`src/rtl/mc_pkg.sv`:
```
// Shared types and encodings for the multi-cycle RV32I sequencing FSM.
package mc_pkg;

    typedef enum logic [3:0] {
        S_IDLE   = 4'd0,
        S_FETCH  = 4'd1,
        S_DECODE = 4'd2,
        S_EXEC   = 4'd3,
        S_WB_ALU = 4'd4,
        S_ADDR   = 4'd5,
        S_MEM_RD = 4'd6,
        S_MEM_WR = 4'd7,
        S_WB_MEM = 4'd8,
        S_BRANCH = 4'd9,
        S_JAL    = 4'd10,
        S_JALR   = 4'd11,
        S_HALT   = 4'd12
    } state_e;

    localparam logic [6:0] OP_R      = 7'b0110011;
    localparam logic [6:0] OP_I      = 7'b0010011;
    localparam logic [6:0] OP_LOAD   = 7'b0000011;
    localparam logic [6:0] OP_STORE  = 7'b0100011;
    localparam logic [6:0] OP_BRANCH = 7'b1100011;
    localparam logic [6:0] OP_JAL    = 7'b1101111;
    localparam logic [6:0] OP_JALR   = 7'b1100111;

    localparam logic [1:0] ALU_ADD   = 2'b00;
    localparam logic [1:0] ALU_BR    = 2'b01;
    localparam logic [1:0] ALU_FUNCT = 2'b10;

    localparam logic [1:0] WB_ALUOUT = 2'd0;
    localparam logic [1:0] WB_MDR    = 2'd1;
    localparam logic [1:0] WB_PC     = 2'd2;

    localparam logic [1:0] SRCA_RS1   = 2'd0;
    localparam logic [1:0] SRCA_PC    = 2'd1;
    localparam logic [1:0] SRCA_OLDPC = 2'd2;

    localparam logic [1:0] SRCB_RS2  = 2'd0;
    localparam logic [1:0] SRCB_IMM  = 2'd1;
    localparam logic [1:0] SRCB_FOUR = 2'd2;

endpackage

```
`src/rtl/multicycle_control_if.sv`:
```
// Control/datapath/memory signal bundle; master = the control FSM, slave = datapath side.
interface multicycle_control_if #(
    parameter int CNT_W = 32
);
    // Memory handshake: mem_req holds until a cycle with mem_ready = 1; that cycle completes the access.
    logic             start;
    logic [6:0]       opcode;
    logic             branch_taken;
    logic             mem_ready;
    logic             mem_req;
    logic             mem_we;
    logic             i_or_d;
    logic             ir_write;
    logic             pc_write;
    logic             pc_src;
    logic             reg_write;
    logic [1:0]       wb_sel;
    logic [1:0]       alu_src_a;
    logic [1:0]       alu_src_b;
    logic [1:0]       alu_op;
    logic [3:0]       state;
    logic             halted;
    logic             illegal;
    logic             mem_fault;
    logic [CNT_W-1:0] instr_count;
    logic [CNT_W-1:0] cycle_count;

    modport master (
        input  start, opcode, branch_taken, mem_ready,
        output mem_req, mem_we, i_or_d, ir_write, pc_write, pc_src, reg_write,
               wb_sel, alu_src_a, alu_src_b, alu_op, state, halted, illegal,
               mem_fault, instr_count, cycle_count
    );

    modport slave (
        output start, opcode, branch_taken, mem_ready,
        input  mem_req, mem_we, i_or_d, ir_write, pc_write, pc_src, reg_write,
               wb_sel, alu_src_a, alu_src_b, alu_op, state, halted, illegal,
               mem_fault, instr_count, cycle_count
    );
endinterface

```
`src/rtl/mc_perf_counters.sv`:
```
// Retired-instruction and active-cycle counters; both wrap modulo 2^CNT_W.
module mc_perf_counters #(
    parameter int CNT_W = 32
) (
    input  logic             clk,
    input  logic             rst,
    input  logic             retire_i,
    input  logic             active_i,
    output logic [CNT_W-1:0] instr_count_o,
    output logic [CNT_W-1:0] cycle_count_o
);
    logic [CNT_W-1:0] instr_q, instr_d;
    logic [CNT_W-1:0] cycle_q, cycle_d;

    always_comb begin
        instr_d = instr_q;
        cycle_d = cycle_q;
        if (retire_i) instr_d = instr_q + 1'b1;
        if (active_i) cycle_d = cycle_q + 1'b1;
    end

    always_ff @(posedge clk) begin
        if (rst) begin
            instr_q <= '0;
            cycle_q <= '0;
        end else begin
            instr_q <= instr_d;
            cycle_q <= cycle_d;
        end
    end

    assign instr_count_o = instr_q;
    assign cycle_count_o = cycle_q;
endmodule

```
`src/rtl/multicycle_control.sv`:
```
// Multi-cycle RV32I sequencer: drives datapath selects, handshakes memory, detects timeouts.
module multicycle_control
    import mc_pkg::*;
#(
    parameter int CNT_W    = 32,
    parameter int MAX_WAIT = 15
) (
    input  logic                 clk,
    input  logic                 rst,
    multicycle_control_if.master bus
);
    localparam logic [7:0] WAIT_LIMIT = 8'(MAX_WAIT - 1);

    state_e     state_q, state_d;
    logic [7:0] wait_q, wait_d;
    logic       illegal_q, illegal_d;
    logic       fault_q, fault_d;
    logic       retire;
    logic       active;

    always_ff @(posedge clk) begin
        if (rst) begin
            state_q   <= S_IDLE;
            wait_q    <= '0;
            illegal_q <= 1'b0;
            fault_q   <= 1'b0;
        end else begin
            state_q   <= state_d;
            wait_q    <= wait_d;
            illegal_q <= illegal_d;
            fault_q   <= fault_d;
        end
    end

    always_comb begin
        state_d       = state_q;
        wait_d        = '0;
        illegal_d     = illegal_q;
        fault_d       = fault_q;
        retire        = 1'b0;
        bus.mem_req   = 1'b0;
        bus.mem_we    = 1'b0;
        bus.i_or_d    = 1'b0;
        bus.ir_write  = 1'b0;
        bus.pc_write  = 1'b0;
        bus.pc_src    = 1'b0;
        bus.reg_write = 1'b0;
        bus.wb_sel    = WB_ALUOUT;
        bus.alu_src_a = SRCA_RS1;
        bus.alu_src_b = SRCB_RS2;
        bus.alu_op    = ALU_ADD;

        case (state_q)
            S_IDLE: if (bus.start) state_d = S_FETCH;
            S_FETCH: begin
                bus.mem_req = 1'b1;
                if (bus.mem_ready) begin
                    bus.ir_write  = 1'b1;
                    bus.pc_write  = 1'b1;
                    bus.alu_src_a = SRCA_PC;
                    bus.alu_src_b = SRCB_FOUR;
                    state_d       = S_DECODE;
                end
            end
            S_DECODE: begin
                bus.alu_src_a = SRCA_OLDPC;
                bus.alu_src_b = SRCB_IMM;
                case (bus.opcode)
                    OP_R, OP_I:        state_d = S_EXEC;
                    OP_LOAD, OP_STORE: state_d = S_ADDR;
                    OP_BRANCH:         state_d = S_BRANCH;
                    OP_JAL:            state_d = S_JAL;
                    OP_JALR:           state_d = S_JALR;
                    default: begin
                        state_d   = S_HALT;
                        illegal_d = 1'b1;
                    end
                endcase
            end
            S_EXEC: begin
                bus.alu_src_b = (bus.opcode == OP_I) ? SRCB_IMM : SRCB_RS2;
                bus.alu_op    = ALU_FUNCT;
                state_d       = S_WB_ALU;
            end
            S_WB_ALU: begin
                bus.reg_write = 1'b1;
                retire        = 1'b1;
            end
            S_ADDR: begin
                bus.alu_src_b = SRCB_IMM;
                state_d       = (bus.opcode == OP_LOAD) ? S_MEM_RD : S_MEM_WR;
            end
            S_MEM_RD: begin
                bus.mem_req = 1'b1;
                bus.i_or_d  = 1'b1;
                if (bus.mem_ready) state_d = S_WB_MEM;
            end
            S_MEM_WR: begin
                bus.mem_req = 1'b1;
                bus.mem_we  = 1'b1;
                bus.i_or_d  = 1'b1;
                retire      = bus.mem_ready;
            end
            S_WB_MEM: begin
                bus.reg_write = 1'b1;
                bus.wb_sel    = WB_MDR;
                retire        = 1'b1;
            end
            S_BRANCH: begin
                bus.alu_op   = ALU_BR;
                bus.pc_src   = 1'b1;
                bus.pc_write = bus.branch_taken;
                retire       = 1'b1;
            end
            S_JAL: begin
                bus.reg_write = 1'b1;
                bus.wb_sel    = WB_PC;
                bus.pc_write  = 1'b1;
                bus.pc_src    = 1'b1;
                retire        = 1'b1;
            end
            S_JALR: begin
                bus.alu_src_b = SRCB_IMM;
                bus.pc_write  = 1'b1;
                bus.reg_write = 1'b1;
                bus.wb_sel    = WB_PC;
                retire        = 1'b1;
            end
            default: ;
        endcase

        if (retire) state_d = bus.start ? S_FETCH : S_IDLE;

        // wait_q is zero whenever a memory state is entered, since every exit path leaves it cleared.
        if (bus.mem_req && !bus.mem_ready) begin
            if (wait_q == WAIT_LIMIT) begin
                state_d = S_HALT;
                fault_d = 1'b1;
            end else begin
                wait_d = wait_q + 8'd1;
            end
        end
    end

    assign active        = (state_q != S_IDLE) && (state_q != S_HALT);
    assign bus.state     = state_q;
    assign bus.halted    = (state_q == S_HALT);
    assign bus.illegal   = illegal_q;
    assign bus.mem_fault = fault_q;

    mc_perf_counters #(.CNT_W(CNT_W)) u_perf (
        .clk           (clk),
        .rst           (rst),
        .retire_i      (retire),
        .active_i      (active),
        .instr_count_o (bus.instr_count),
        .cycle_count_o (bus.cycle_count)
    );
endmodule
```
`src/flat_wrapper.sv`:
```
// flat-port wrapper written by rule: the top's interface ports become plain ports
module multicycle_control_flat import mc_pkg::*;
#(
    parameter int CNT_W    = 32,
    parameter int MAX_WAIT = 15
)
  (clk, rst, bus_start, bus_opcode, bus_branch_taken, bus_mem_ready, bus_mem_req, bus_mem_we, bus_i_or_d, bus_ir_write, bus_pc_write, bus_pc_src, bus_reg_write, bus_wb_sel, bus_alu_src_a, bus_alu_src_b, bus_alu_op, bus_state, bus_halted, bus_illegal, bus_mem_fault, bus_instr_count, bus_cycle_count);
  multicycle_control_if #(.CNT_W(CNT_W)) bus_i ();
  input  logic clk;
  input  logic rst;
  input wire logic [$bits(bus_i.start)-1:0] bus_start;
  input wire logic [$bits(bus_i.opcode)-1:0] bus_opcode;
  input wire logic [$bits(bus_i.branch_taken)-1:0] bus_branch_taken;
  input wire logic [$bits(bus_i.mem_ready)-1:0] bus_mem_ready;
  output wire logic [$bits(bus_i.mem_req)-1:0] bus_mem_req;
  output wire logic [$bits(bus_i.mem_we)-1:0] bus_mem_we;
  output wire logic [$bits(bus_i.i_or_d)-1:0] bus_i_or_d;
  output wire logic [$bits(bus_i.ir_write)-1:0] bus_ir_write;
  output wire logic [$bits(bus_i.pc_write)-1:0] bus_pc_write;
  output wire logic [$bits(bus_i.pc_src)-1:0] bus_pc_src;
  output wire logic [$bits(bus_i.reg_write)-1:0] bus_reg_write;
  output wire logic [$bits(bus_i.wb_sel)-1:0] bus_wb_sel;
  output wire logic [$bits(bus_i.alu_src_a)-1:0] bus_alu_src_a;
  output wire logic [$bits(bus_i.alu_src_b)-1:0] bus_alu_src_b;
  output wire logic [$bits(bus_i.alu_op)-1:0] bus_alu_op;
  output wire logic [$bits(bus_i.state)-1:0] bus_state;
  output wire logic [$bits(bus_i.halted)-1:0] bus_halted;
  output wire logic [$bits(bus_i.illegal)-1:0] bus_illegal;
  output wire logic [$bits(bus_i.mem_fault)-1:0] bus_mem_fault;
  output wire logic [$bits(bus_i.instr_count)-1:0] bus_instr_count;
  output wire logic [$bits(bus_i.cycle_count)-1:0] bus_cycle_count;
  assign bus_i.start = bus_start;
  assign bus_i.opcode = bus_opcode;
  assign bus_i.branch_taken = bus_branch_taken;
  assign bus_i.mem_ready = bus_mem_ready;
  assign bus_mem_req = bus_i.mem_req;
  assign bus_mem_we = bus_i.mem_we;
  assign bus_i_or_d = bus_i.i_or_d;
  assign bus_ir_write = bus_i.ir_write;
  assign bus_pc_write = bus_i.pc_write;
  assign bus_pc_src = bus_i.pc_src;
  assign bus_reg_write = bus_i.reg_write;
  assign bus_wb_sel = bus_i.wb_sel;
  assign bus_alu_src_a = bus_i.alu_src_a;
  assign bus_alu_src_b = bus_i.alu_src_b;
  assign bus_alu_op = bus_i.alu_op;
  assign bus_state = bus_i.state;
  assign bus_halted = bus_i.halted;
  assign bus_illegal = bus_i.illegal;
  assign bus_mem_fault = bus_i.mem_fault;
  assign bus_instr_count = bus_i.instr_count;
  assign bus_cycle_count = bus_i.cycle_count;
  multicycle_control #(.CNT_W(CNT_W), .MAX_WAIT(MAX_WAIT)) u_core (.clk(clk), .rst(rst), .bus(bus_i));
endmodule
```
`config.mk`:
```
export PLATFORM = sky130hd
export DESIGN_NAME = multicycle_control_flat
export DESIGN_NICKNAME = d
export VERILOG_FILES = /design/src/rtl/mc_pkg.sv /design/src/rtl/multicycle_control_if.sv /design/src/rtl/mc_perf_counters.sv /design/src/rtl/multicycle_control.sv /design/src/flat_wrapper.sv
export SDC_FILE = /design/constraint.sdc
export NUM_CORES = 1
export LEC_CHECK = 0
export CORE_MARGIN = 5
export CORE_UTILIZATION = 30
export CTS_BUF_LIST = sky130_fd_sc_hd__clkbuf_4 sky130_fd_sc_hd__clkbuf_8
export DETAILED_ROUTE_END_ITERATION = 10
export GPL_TIMING_DRIVEN = 0
export PLACE_DENSITY_LB_ADDON = 0.12
export SETUP_SLACK_MARGIN = 0.15
export SYNTH_ARGS = -nofsm -noshare
export SYNTH_HDL_FRONTEND = slang
export SYNTH_HIERARCHICAL = 1
export SYNTH_SLANG_ARGS = --single-unit
```
`constraint.sdc`:
```
create_clock -name clk -period 4.15 [get_ports clk]
set_clock_uncertainty 0.1 [all_clocks]
set_input_delay 0.83 -clock clk [delete_from_list [all_inputs] [get_ports clk]]
set_output_delay 0.83 -clock clk [all_outputs]
set_load 0.02 [all_outputs]
```
==> run summary, run 1 <==
Status: complete, no violations
Setup tns final: 0 ns
Initial drt markers: 210
Mux contribution to synthesized area: 0.0131
Antenna Violating Nets Remaining: 0
Die footprint: 16100 um^2
Postcts setup bufs: 0
Die Height: 127 um
Vias in the first global route: 3699
Register area: 1560 um^2
Sw Pwr: 0.636 mW
Asr flop ratio synth: 0
Total number of vias: 4041
Reg power frac: 0.393
Final setup viols: 0
Num rows: 42
Post-synthesis net count: 510
Routability cong.: 0.823
Most frequent cells in the layout: clkdlybuf4s50_1 (97), dfxtp_1 (78), nor2_1 (48), a21oi_1 (43), nand2_1 (32)
CTS resizes: 0
Filler cells: 1370
Io pins: 98
CP required: 3.22 ns
Met3 wire length: 568 um
Post-synthesis sequential area ratio: 0.380
Multi-input logic area: 2340 um^2
Delay-heaviest family, CP: buffers and inverters
Warning count from the yosys run: 6
Switching Fraction: 0.308
Xor/xnor share of the synthesized area: 0.0662
Max_cap viols: 0
Routed WL: 11800 um
Critical path arrival: 2.90 ns
Primary FF master, synth: dfxtp_1
Period utilization: 0.924
First-pass GRT wire length: 19200 um
CP max stage delay: 0.65 ns
Min-Delay Path Class: register to register
Worst reg2reg setup slack: 1.13 ns
Slowest stage cell, crit path: clkdlybuf4s50_1
RSZ-0062 raised after global routing: false
Yosys cell types: 60
Post-DP Area: 5300 um^2
Core area: 13300 um^2
Buf/Inv on CP: 2
Area grow syn2layout: 34.9%
Pleak: 1.78 nW
Htree depth: 3
Cells after Synth: 494
Highest metal used: met4
DRC: 0
CTS clk-pin slew, worst paths: 0.08 ns
Setup crit start kind: primary input
Clock sinks: 78
Met1 wire length: 5480 um
Initial Util: 0.307
Fmax: 0.261 GHz
Grt total ovfl: 0
Hold Fails Final Rpt: 0
Critical path endpoint: bus_alu_src_b[0]
Gate power share: 0.267
Worst slew margin: 0.596
Simple-gate share of the synthesized area: 0.322
Clock share of power: 0.340
Clk Latency, worst-skew pair: 0.36 ns
Gr usage total: 0.146
Ant diodes: 0
Post-synth EDFFs: 0
Final slew viol count: 0
Vias per Instance: 5.16
Mapped Area: 4100 um^2
Largest family of logic cells by synthesized area: simple AND/OR/NAND/NOR gates
Cell internal pwr: 1.43 mW
Clock root buffer: clkbuf_8
Maximum VDD drop: 0.000147 V
Cts hold-fix bufs: 0
Commonest non-fill, non-tap cell in the layout: clkdlybuf4s50_1
Syn Area/Cell: 8.31 um^2
Critical Path Sink Type: output port
Synth Area in Adders: 0.0122
Worst-Margin Slew: 0.598 ns
CTS tree: yes
Core Util, Final: 0.415
Final HPWL DP: 8830 um
Drt wl/cell: 15.1 um
Min Tclk post-route: 3.83 ns
Worst-path cell chain: clkdlybuf4s50_1 > or3_1 > nor3_1 > a21oi_1 > o32ai_1 > clkdlybuf4s50_1
WP depth: 6
Design area: 5540 um^2
R2R Path End: u_core/u_perf/instr_count_o[30]$_SDFFE_PP0P_
Yosys reg bits: 78
I/O Buffers: 97
Max Root-Sink Buffers: 2
Cell area power density: 372 nW/um^2
Largest net degree at the start of global routing: 14
Worst reg2reg path depth: 10
Initial antenna violation count: 0
Fraction of layout cells with a size suffix above 1: 0.0791
NumNets Final: 618
WL met2: 5710 um
Initial DRT Pass Iterations: 4
Crit Reg-Reg Startpoint: u_core/bus.state[0]$_SDFF_PP0_
Largest fanout on the critical path: 5
Synth Area in Compound Gates: 0.156
Number of buffers created by CTS: 9
Crit path from: bus_opcode[3]
CP Class: primary input to output port
Most common cell on crit path: clkdlybuf4s50_1
Die Wd: 127 um
[worst min path at each step]
stage / start / to / slack (ns) / depth (start not counted)
after global routing: u_core/bus.illegal$_SDFFE_PP0P_ / u_core/bus.illegal$_SDFFE_PP0P_ / 0.40 / 2
after CTS: u_core/bus.illegal$_SDFFE_PP0P_ / u_core/bus.illegal$_SDFFE_PP0P_ / 0.38 / 2
after floorplan: u_core/wait_q[0]$_SDFF_PP0_ / u_core/wait_q[0]$_SDFF_PP0_ / 0.34 / 1
after global placement: u_core/bus.mem_fault$_SDFFE_PP0P_ / u_core/bus.mem_fault$_SDFFE_PP0P_ / 0.36 / 2
after detailed placement: u_core/bus.illegal$_SDFFE_PP0P_ / u_core/bus.illegal$_SDFFE_PP0P_ / 0.36 / 2
final: u_core/bus.illegal$_SDFFE_PP0P_ / u_core/bus.illegal$_SDFFE_PP0P_ / 0.38 / 2
[per-layer routing]
layer / vias to the layer above / global-route usage
li1: 2042 / -
met4: 0 / 0.0341
met5: - / 0
met1: 1910 / 0.188
met2: 80 / 0.242
met3: 9 / 0.0437
[logic make-up (layout without fill, tap and decap cells)]
kind of cell               count (synthesis)  count (layout)
DFF                                       78              78
xor gates and xnor gates                  31              31
muxes                                      5               5
and+or+nand+nor                          230             230
buffers and inverters                     45             158
adders and majority gates                  4               4
AOI/OAI and AO/OA                        101             101
[through the flow]
stage	setup slack, ns	hold slack, ns	cells	total power, mW
2_1_floorplan	0.953	0.337	494	1.18
3_3_place_gp	0.0599	0.360	767	1.38
3_5_place_dp	0.0886	0.364	767	1.38
4_1_cts	0.310	0.384	783	2.09
5_1_grt	0.156	0.400	783	2.18
6_report	0.317	0.382	783	2.06
[synth_stat cells (2+ instances only)]
| cell | count | share of area |
|---|---|---|
| xor2_1 | 16 | 0.034 |
| buf_6 | 2 | 0.0055 |
| mux2_2 | 3 | 0.0082 |
| nand3_2 | 2 | 0.0049 |
| nand4_1 | 18 | 0.027 |
| nor2b_1 | 6 | 0.0091 |
| dfxtp_1 | 78 | 0.38 |
| nand3_1 | 23 | 0.028 |
| or4_1 | 29 | 0.053 |
| xnor2_1 | 15 | 0.032 |
| or4b_1 | 2 | 0.0049 |
| a21oi_1 | 43 | 0.052 |
| nor4_1 | 2 | 0.0030 |
| and2b_1 | 2 | 0.0037 |
| buf_1 | 2 | 0.0018 |
| mux2i_1 | 2 | 0.0049 |
| buf_2 | 7 | 0.0085 |
| or2_2 | 4 | 0.0061 |
| nor3_1 | 12 | 0.015 |
| and4_1 | 11 | 0.023 |
| buf_4 | 3 | 0.0055 |
| nand2_1 | 32 | 0.029 |
| nand2b_1 | 5 | 0.0076 |
| nor4b_1 | 2 | 0.0043 |
| ha_1 | 4 | 0.012 |
| nor2_1 | 48 | 0.044 |
| nand4b_1 | 2 | 0.0043 |
| o31ai_1 | 24 | 0.044 |
| or3_1 | 10 | 0.015 |
| inv_1 | 12 | 0.011 |
| and3_1 | 7 | 0.011 |
| a311oi_1 | 2 | 0.0043 |
| o21ai_0 | 13 | 0.016 |
| a211oi_1 | 4 | 0.0073 |
| and2_1 | 5 | 0.0076 |
| clkbuf_1 | 18 | 0.016 |
[power groups by stage]
stage	Sequential, mW	Clock (mW)	Combinational (mW)
global placement	0.829	0	0.547
CTS	0.811	0.729	0.551
detailed placement	0.829	0	0.548
finish	0.811	0.701	0.550
floorplan	0.850	0	0.327
global route	0.818	0.764	0.595
[cell type report]
class / count / share of cell area
multi-input cells: 371 / 0.422
flip-flops and latches: 78 / 0.282
repair buffers: 97 / 0.175
well taps: 176 / 0.0398
plain buffers: 32 / 0.0280
clock buffers: 10 / 0.0237
clock inverters: 6 / 0.0199
inverters: 13 / 0.00881
[state kept, by name, summed over array words and instances (netlist names)]
name / flops
u_core/u_perf/cycle_count_o: 32
u_core/wait_q: 8
u_core/bus.illegal: 1
u_core/u_perf/instr_count_o: 32
u_core/bus.mem_fault: 1
u_core/bus.state: 4
[tightest hold or removal path, cell delays in order (launching register included)]
cell	delay, ns
dfxtp_1	0.33
a21oi_1	0.04
nor2_1	0.08
(Power assumes the default switching activity.)
==> run 2: changes to the inputs <==
Settings changed: CORE_MARGIN 5 to 2, RECOVER_POWER set to 25.
==> run 2 against run 1 <==
Effect of this change:
- final area is 1.6% lower
- sequential cell count stayed put
- sequential share of layout area is 0.46 points higher
- utilization is 0.50 points lower
- combinational power is 1% lower
- die area is 9.2% lower
- first-iteration DRC count is 4.8% lower
- sequential power hardly changed
- routed wire length is 4.0% lower
- fmax is 0.12% higher
- register-to-register slack worse by 0.02 ns
- critical endpoint unchanged
==> run summary, run 2 (synthesis gave the netlist of run 1 again) <==
Drt wl/cell: 14.6 um
CTS resizes: 0
Hold Fails Final Rpt: 0
DRC: 0
Cells after DPL: 767
Area grow syn2layout: 32.7%
Io pins: 98
Status: complete, no violations
Filler cells: 1385
Worst slew margin: 0.534
CP required: 3.22 ns
Routed WL: 11400 um
Critical path arrival: 2.90 ns
Die Wd: 121 um
Worst Slack Setup Final: 0.321 ns
WHS: 0.373 ns
Core Util, Final: 0.410
Fraction of layout cells with a size suffix above 1: 0.0727
Vias in the first global route: 3806
Delay-heaviest family, CP: buffers and inverters
Worst-Margin Slew: 0.689 ns
Die footprint: 14600 um^2
Final slew viol count: 0
Buf/Inv on CP: 2
First-pass GRT wire length: 18700 um
Fmax: 0.261 GHz
Initial Util: 0.309
Final HPWL DP: 8440 um
Initial drt markers: 200
Largest fanout on the critical path: 5
Gr usage total: 0.159
CP max stage delay: 0.65 ns
Cell area power density: 342 nW/um^2
Num rows: 42
Critical Path Sink Type: output port
Commonest non-fill, non-tap cell in the layout: dfxtp_1
Total number of vias: 4014
Min Tclk post-route: 3.83 ns
Vias per Instance: 5.14
Largest net degree at the start of global routing: 12
Postcts setup bufs: 0
Core area: 13300 um^2
Grt total ovfl: 0
Number of buffers created by CTS: 9
Max Root-Sink Buffers: 2
Tot Pwr: 1.86 mW
Final Non-Filler Cells: 781
Clk Latency, worst-skew pair: 0.35 ns
RSZ-0062 raised after global routing: false
CP Class: primary input to output port
Maximum VDD drop: 0.000189 V
Setup crit start kind: primary input
Htree depth: 3
Most common cell on crit path: clkdlybuf4s50_1
Die Height: 121 um
Clock root buffer: clkbuf_8
CTS tree: yes
Cts hold-fix bufs: 0
Most frequent cells in the layout: dfxtp_1 (78), clkdlybuf4s50_1 (67), nor2_1 (48), a21oi_1 (43), nand2_1 (32)
Routability cong.: 0.818
NumNets Final: 618
I/O Buffers: 97
Setup tns final: 0 ns
Max_cap viols: 0
Pleak: 1.85 nW
Period utilization: 0.923
Antenna Violating Nets Remaining: 0
Slowest stage cell, crit path: clkdlybuf4s50_1
Initial antenna violation count: 0
Design area: 5450 um^2
CTS clk-pin slew, worst paths: 0.07 ns
Post-DP Area: 5300 um^2
Worst-path cell chain: clkdlybuf4s50_1 > or3_1 > nor3_1 > a21oi_1 > o32ai_1 > clkdlybuf4s50_1
Final setup viols: 0
Min-Delay Path Class: register to register
Ant diodes: 0
Pre-CTS setup slack: 0.0618 ns
Initial DRT Pass Iterations: 4
Clock sinks: 78
==> run 2: cell types whose count changed in the layout (fill, tap and decap cells not counted) <==
cell / change
clkbuf_4: +1
or4_4: -1
dlygate4sd3_1: +30
a2111oi_0: +1
or4_1: +1
clkdlybuf4s50_1: -30
clkbuf_8: +1
bufinv_16: -3
clkinvlp_4: -2
clkinv_2: +1
a2111oi_2: -1
==> run 2: area by class of cell <==
cell class                      instances  area (um^2)  area share
Clock inverter                          2         10.0     0.00184
Clock buffer                           12          153      0.0280
Inverter                               13         48.8     0.00896
Sequential cell                        78         1560       0.287
Multi-Input combinational cell        371         2330       0.427
Buffer                                 32          155      0.0285
Timing Repair Buffer                   97          971       0.178
Tap cell                              176          220      0.0404
==> run 2: metal layers <==
metal,up-vias,GRT usage,routed length (um)
met1,1874,0.210,5530
met2,80,0.254,5210
li1,2044,-,-
met3,16,0.0371,430
met4,0,0.0545,200
met5,-,0,0
==> run 2: worst paths after layout <==
kind	from	end	slack [ns]	cells past startpoint
worst max-delay path	bus_opcode[3]	bus_alu_src_b[0]	0.32	6
worst min-delay path	u_core/wait_q[0]$_SDFF_PP0_	u_core/wait_q[0]$_SDFF_PP0_	0.37	1
worst max register to register	u_core/bus.state[0]$_SDFF_PP0_	u_core/u_perf/instr_count_o[30]$_SDFFE_PP0P_	1.11	10
worst min register to register	u_core/wait_q[0]$_SDFF_PP0_	u_core/wait_q[0]$_SDFF_PP0_	0.37	1
==> run 2: power by group <==
part	total (mW)	internal (mW)	leakage [nW]	switching (mW)
logic	0.544	0.242	1.13	0.302
clock network	0.505	0.239	0.0889	0.266
registers	0.812	0.775	0.629	0.0369
